===== config.mk =====
export PLATFORM = sky130hd
export DESIGN_NAME = pipeline_hazard_ctrl
export DESIGN_NICKNAME = d
export VERILOG_FILES = /design/src/rtl/pipeline_hazard_ctrl.sv
export SDC_FILE = /design/constraint.sdc
export NUM_CORES = 1
export LEC_CHECK = 0
export BUFFER_PORTS_ARGS = -buffer_cell sky130_fd_sc_hd__buf_2
export CORE_MARGIN = 2
export CORE_UTILIZATION = 52
export CTS_CLUSTER_SIZE = 16
export DETAILED_ROUTE_END_ITERATION = 6
export GPL_TIMING_DRIVEN = 0
export PLACE_DENSITY_LB_ADDON = 0.08
export RECOVER_POWER = 25
export SYNTH_ARGS = -nofsm -noshare
export SYNTH_HDL_FRONTEND = slang
export SYNTH_SLANG_ARGS = --single-unit
export TNS_END_PERCENT = 100

===== constraint.sdc =====
create_clock -name clk -period 2.5 [get_ports clk]
set_clock_uncertainty 0.2 [all_clocks]
set_input_delay 0.5 -clock clk [delete_from_list [all_inputs] [get_ports clk]]
set_output_delay 0.5 -clock clk [all_outputs]
set_load 0.05 [all_outputs]

===== src/rtl/pipeline_hazard_ctrl.sv =====
// Data-hazard controller for a 5-stage pipeline without forwarding: tracks in-flight
// destination registers and stalls the ID instruction while a source is still pending.
module pipeline_hazard_ctrl #(
  parameter int REG_AW   = 5,
  parameter int DEPTH    = 3,
  parameter int WB_SPLIT = 1,
  parameter int CNT_W    = 16
) (
  input  logic                   clk,
  input  logic                   resetN,
  input  logic                   idValid,
  input  logic [REG_AW-1:0]      idRs,
  input  logic [REG_AW-1:0]      idRt,
  input  logic                   idUsesRs,
  input  logic                   idUsesRt,
  input  logic                   idRegWrite,
  input  logic [REG_AW-1:0]      idDestReg,
  input  logic                   flush,
  output logic                   stall,
  output logic                   issue,
  output logic                   hazardRs,
  output logic                   hazardRt,
  output logic [2**REG_AW-1:0]   pendingMask,
  output logic [CNT_W-1:0]       stallCycles
);

  localparam int NREG = 2**REG_AW;
  // With a split-cycle regfile the WB entry is already readable, so it is not checked.
  localparam int NCHK = DEPTH - WB_SPLIT;

  logic [DEPTH-1:0]  sb_v_r;
  logic [REG_AW-1:0] sb_dest_r [DEPTH];
  logic [CNT_W-1:0]  cnt_r;
  logic              hit_rs_s;
  logic              hit_rt_s;
  logic              hazard_rs_s;
  logic              hazard_rt_s;
  logic              stall_s;
  logic              issue_s;
  logic [NREG-1:0]   pending_s;

  function automatic logic [NREG-1:0] onehot(input logic [REG_AW-1:0] r);
    onehot = {{(NREG-1){1'b0}}, 1'b1} << r;
  endfunction

  // Compare ID sources against checked scoreboard entries and build the pending mask.
  always_comb begin
    hit_rs_s  = 1'b0;
    hit_rt_s  = 1'b0;
    pending_s = {NREG{1'b0}};
    for (int k = 0; k < NCHK; k++) begin
      hit_rs_s = hit_rs_s | (sb_v_r[k] & (sb_dest_r[k] == idRs));
      hit_rt_s = hit_rt_s | (sb_v_r[k] & (sb_dest_r[k] == idRt));
    end
    for (int k = 0; k < DEPTH; k++) begin
      pending_s = pending_s | (sb_v_r[k] ? onehot(sb_dest_r[k]) : {NREG{1'b0}});
    end
    hazard_rs_s = idValid & idUsesRs & (idRs != {REG_AW{1'b0}}) & hit_rs_s;
    hazard_rt_s = idValid & idUsesRt & (idRt != {REG_AW{1'b0}}) & hit_rt_s;
    stall_s     = (hazard_rs_s | hazard_rt_s) & ~flush;
    issue_s     = idValid & ~stall_s & ~flush;
  end

  // Scoreboard always advances; stalls and flushes push a bubble into the EX slot.
  always_ff @(posedge clk or negedge resetN) begin
    if (!resetN) begin
      sb_v_r <= {DEPTH{1'b0}};
      for (int k = 0; k < DEPTH; k++) begin
        sb_dest_r[k] <= {REG_AW{1'b0}};
      end
    end else begin
      sb_v_r[0]    <= issue_s & idRegWrite & (idDestReg != {REG_AW{1'b0}});
      sb_dest_r[0] <= issue_s ? idDestReg : {REG_AW{1'b0}};
      for (int k = 1; k < DEPTH; k++) begin
        sb_v_r[k]    <= sb_v_r[k-1];
        sb_dest_r[k] <= sb_dest_r[k-1];
      end
    end
  end

  // Saturating count of stalled cycles.
  always_ff @(posedge clk or negedge resetN) begin
    if (!resetN) begin
      cnt_r <= {CNT_W{1'b0}};
    end else if (stall_s && (cnt_r != {CNT_W{1'b1}})) begin
      cnt_r <= cnt_r + {{(CNT_W-1){1'b0}}, 1'b1};
    end else begin
      cnt_r <= cnt_r;
    end
  end

  assign stall       = stall_s;
  assign issue       = issue_s;
  assign hazardRs    = hazard_rs_s;
  assign hazardRt    = hazard_rt_s;
  assign pendingMask = pending_s;
  assign stallCycles = cnt_r;

endmodule


# ---- Word-level counts from Yosys, hierarchy flattened
# Cells that the tools add are included.
dict set report classes {
  addsub 1
  eq_ne 5
  shift 3
  muxes 4
  bitwise 22
  n_reduce_logical 4
}
# op n
set ops {}
lappend ops {{$mux 32} 3}
lappend ops {{$shl 1x5->32 const A} 3}
lappend ops {{$or 32x32->32} 2}
lappend ops {{$eq 5x5->1} 4}
lappend ops {{$add 16x1->16 const B} 1}
lappend ops {{$ne 16x16->1 const B} 1}
lappend ops {{$and 1x1->1} 15}
lappend ops {{$reduce_bool 5->1} 3}
lappend ops {{$mux 5} 1}
lappend ops {{$or 1x1->1} 3}
lappend ops {{$not 1->1} 2}
lappend ops {{$logic_and 1x1->1} 1}
dict set report totals {
  register_bits 34
  inputBits 22
  out_inout_bits 52
  word_cells 44
}

# ---- Logic depth before layout (Yosys ltp)
dict set report logic_depth {
  ltp_word 11
  ltp_mapped 8
  ltp_nobuf 6
}

# ---- Worst setup path after synthesis
# No wires, ideal clock.
dict set report synth_path {
  kind {register to output}
  from {register sb_dest_r[9] in the netlist's numbering}
  to {output port pendingMask[4]}
  arrival_ns 2.265
  required_ns 1.800
  setup_slack_ns -0.465
  path_stages_with_launch 5
  path_buffers 1
  path_cell_list {dfrtp_1 clkbuf_1 nor3b_1 nand2b_1 o31ai_1}
}
dict set report synth_between {
  elab_chain_len 4
}
# element line_no
set synth_lines {}
lappend synth_lines {{start: declaration} 32} ;# logic [REG_AW-1:0] sb_dest_r [DEPTH];
lappend synth_lines {{start signal: indexed assignment} 69} ;# sb_dest_r[k] <= {REG_AW{1'b0}};
lappend synth_lines {{start signal: indexed assignment} 76} ;# sb_dest_r[k] <= sb_dest_r[k-1];
lappend synth_lines {{$shl 1x5->32} 43} ;# onehot = {{(NREG-1){1'b0}}, 1'b1} << r;
lappend synth_lines {{$mux 32} 56} ;# pending_s = pending_s | (sb_v_r[k] ? onehot(sb_dest_r[k]) : {NREG{1'b0}});
lappend synth_lines {{$or 32x32->32 (2 in a row)} 56}
lappend synth_lines {{end: declaration} 23} ;# output logic [2**REG_AW-1:0] pendingMask,
# No other way between the ends.

# ---- Worst setup path after layout
dict set report layout_path {
  from {input port idRt[3]}
  to {output port issue}
}
dict set report layout_between {
  elab_chain_len 9
  elab_cells_between_ends 13
  classes_between {eq/ne: 2; bitwise: 10; reduce/logical: 1}
}
# element line_no
set layout_lines {}
lappend layout_lines {{start: declaration} 13} ;# input logic [REG_AW-1:0] idRt,
lappend layout_lines {{$eq 5x5->1} 53} ;# hit_rt_s = hit_rt_s | (sb_v_r[k] & (sb_dest_r[k] == idRt));
lappend layout_lines {{$and 1x1->1} 53}
lappend layout_lines {{$or 1x1->1} 53}
lappend layout_lines {{$and 1x1->1 (*)} 59} ;# hazard_rt_s = idValid & idUsesRt & (idRt != {REG_AW{1'b0}}) & hit_rt_s;
lappend layout_lines {{$or 1x1->1 (*)} 60} ;# stall_s = (hazard_rs_s | hazard_rt_s) & ~flush;
lappend layout_lines {{$and 1x1->1 (*)} 60}
lappend layout_lines {{$not 1->1 (*)} 61} ;# issue_s = idValid & ~stall_s & ~flush;
lappend layout_lines {{$and 1x1->1 (*) (2 in a row)} 61}
lappend layout_lines {{end: declaration} 20} ;# output logic issue,
# Mark *: on every way between the ends. The rest lies on a longest branch, timed or not.

==> flow_metrics.tcl <==
set metrics [dict create \
    grt_pass1_wl_um 12000 \
    switching_share 0.299 \
    start_util 0.551 \
    clkPwrFrac 0.332 \
    final_cell_mix "nand2_1, buf_2, buf_4, dfrtp_1, buf_6" \
    io_buffers 73 \
    crit_path_end_kind "primary output" \
    clock_sinks 34 \
    ctsHoldBuffers 0 \
    cts_made_buffers 5 \
    dieArea_mm2 0.00528 \
    ys_warn_count 0 \
    layout-drive-gt1-share 0.457 \
    syn_nets 312 \
    fp.dieW_um 72.6 \
    worst_pin_slew_ns 0.721 \
    area_delta_synth_final_pct 51.8 \
    path_max_fanout 3 \
    rsz0062_at_grt "yes" \
    drt_first_pass_iters 7 \
    post_drt_wl_per_cell_um 20.2 \
    fp.coreArea_mm2 0.00444 \
    async_flop_share 1.00 \
    failed_checks "DRC, setup timing" \
    total_power_mw 1.28 \
    ys.flop_type "dfrtp_1" \
    crit_arrival_ns 1.97 \
    grt_overflow 0 \
    multi_input_area_mm2 0.00188 \
    period_share 1.07 \
    fin_crit_ns 2.67 \
    drv_slew 0 \
    crit_required_ns 1.80 \
    htreeDepth 2 \
    pwr-share-comb 0.213 \
    hold_ws_ns 0.0628 \
    cellPowerDensity_mw_per_mm2 345 \
    drc 1 \
    post-route-util 0.837 \
    setup_viol 7 \
    peakVddDrop_mv 0.458 \
    num_antenna_cells 0 \
    critical_path_class "in -> out" \
    clkLatencyLatePin_ns 0.29 \
    max-slew-margin-rel 0.520 \
    die_height_um 72.6 \
    cts-root-buf "clkbuf_8" \
    antenna_found_initial 0 \
    status "finished with violations" \
    cts_tree "done" \
    syn_area_mm2 0.00245 \
    register_area_um2 852 \
    drv_cap 0 \
    vias 2873 \
    wirelength_um 8840 \
    final_antenna_net_count 0 \
    tns_ns -0.448 \
    place_hpwl_um 5380 \
    grt_max_degree 35 \
    synth_seq_cells 34 \
    ys_seq_area_frac 0.347 \
    nFillCells 252 \
    max_freq_mhz 375 \
    grt_pass1_vias 2454 \
    drtIter0Drc 439 \
    fin_nets 407 \
    hold_class "in -> async" \
    clockBufferDepth 2 \
    syn_avg_cell_area_um2 8.48 \
    rows 24 \
    clkTransAtPathRegs_ns 0.07 \
    layout_commonest_cell "nand2_1" \
    io_pins 74 \
    startpoint_type "input pin" \
    syn_inst 289 \
    viasPerCell 6.57 \
    synth_edf_count 0 \
    cell_internal_pwr_mw 0.899 \
    grt_usage 0.295 \
    gp_congestion 0.964 \
    p_leak_nw 1.77 \
    pre_cts_slack_ns -0.460 \
    switchingPower_mw 0.383 \
    power_frac_seq 0.454 \
    ys_types 40 \
    hold_violations 0 \
    layout_setup_ws_ns -0.165 \
]
-- kinds of logic (layout without fill, tap and decap cells) --
kind of cell               count (synthesis)  in the layout  share of synthesized area
and+or+nand+nor                          152            152                      0.320
AOI/OAI and AO/OA                         47             47                      0.162
xor gates and xnor gates                  35             35                      0.125
DFF                                       34             34                      0.347
buffers and inverters                     19            115                     0.0357
adders and majority gates                  1              1                    0.00511
muxes                                      1              1                    0.00460
-- per-layer routing --
metal	track usage	vias up	wire length, um
li1	-	1248	-
met1	0.411	1357	3560
met2	0.459	223	4150
met3	0.0635	45	832
met4	0.0947	0	296
met5	0	-	0
-- path summary, 6_finish.rpt --
kind,from,slack (ns),cells after the start,end
max in group asynchronous,resetN,1.53,1,sb_dest_r[7]$_DFF_PN0_
max,idRt[3],-0.17,6,issue
max reg2reg,sb_dest_r[6]$_DFF_PN0_,0.21,8,stallCycles[1]$_DFFE_PN0P_
min,resetN,0.06,1,stallCycles[12]$_DFFE_PN0P_
min in group clk,sb_dest_r[8]$_DFF_PN0_,0.18,0,sb_dest_r[3]$_DFF_PN0_
min reg2reg,sb_dest_r[8]$_DFF_PN0_,0.18,0,sb_dest_r[3]$_DFF_PN0_
-- per-stage QoR --
stage          cells  instance area [um^2]
2_1_floorplan    289                  2470
3_3_place_gp     414                  2900
3_5_place_dp     414                  2900
4_1_cts          429                  3260
5_1_grt          437                  3720
6_report         437                  3720
-- sequential cells by signal (all words and copies together) (netlist names) --
register	flops
sb_dest_r	15
sb_v_r	3
stallCycles	16
-- area by class of cell --
| class | instances | area share |
|---|---|---|
| buffer | 14 | 0.0340 |
| sequential | 34 | 0.229 |
| timing repair buffer | 90 | 0.185 |
| clock buffer | 6 | 0.0222 |
| tap | 52 | 0.0175 |
| inverter | 3 | 0.00303 |
| clock inverter | 2 | 0.00336 |
| multi-input combinational | 236 | 0.506 |
-- worst max-delay path, cell delays in order --
cell and delay, ns:
buf_8 0.10, or3_4 0.38, o311a_4 0.34, a22oi_4 0.26, and3_4 0.24, buf_8 0.14
-- synth_stat cells, drive strengths merged, types with 6 or more instances --
master | number | area [um^2]
xnor2 | 21 | 184
xor2 | 14 | 123
nand2 | 45 | 169
dfrtp | 34 | 851
a32oi | 8 | 70.1
nand3 | 13 | 65.1
buf | 11 | 57.6
and3 | 6 | 37.5
nand4 | 8 | 50.1
nor3 | 13 | 65.1
nor2 | 19 | 71.3
o221ai | 6 | 52.6
a22oi | 12 | 104
nand2b | 9 | 56.3
nor2b | 7 | 43.8
o21ai | 6 | 30.0
and2 | 8 | 50.1
-- power by group through the flow --
stage               registers, mW  clock network (mW)  logic [mW]
detailed placement          0.590                   0       0.185
global placement            0.588                   0       0.183
CTS                         0.579               0.432       0.212
finish                      0.582               0.426       0.274
global route                0.584               0.457       0.286
floorplan                   0.593                   0       0.111
-- what timing repair did --
| item | in CTS | in global routing |
|---|---|---|
| pin swaps | 6 | 17 |
| cloned | 0 | 0 |
| buffers inserted | 8 | 9 |
| gates resized for setup | 68 | 108 |
| setup endpoints to repair | 36 | 46 |
No activity file was read; power rests on OpenSTA's default activity.
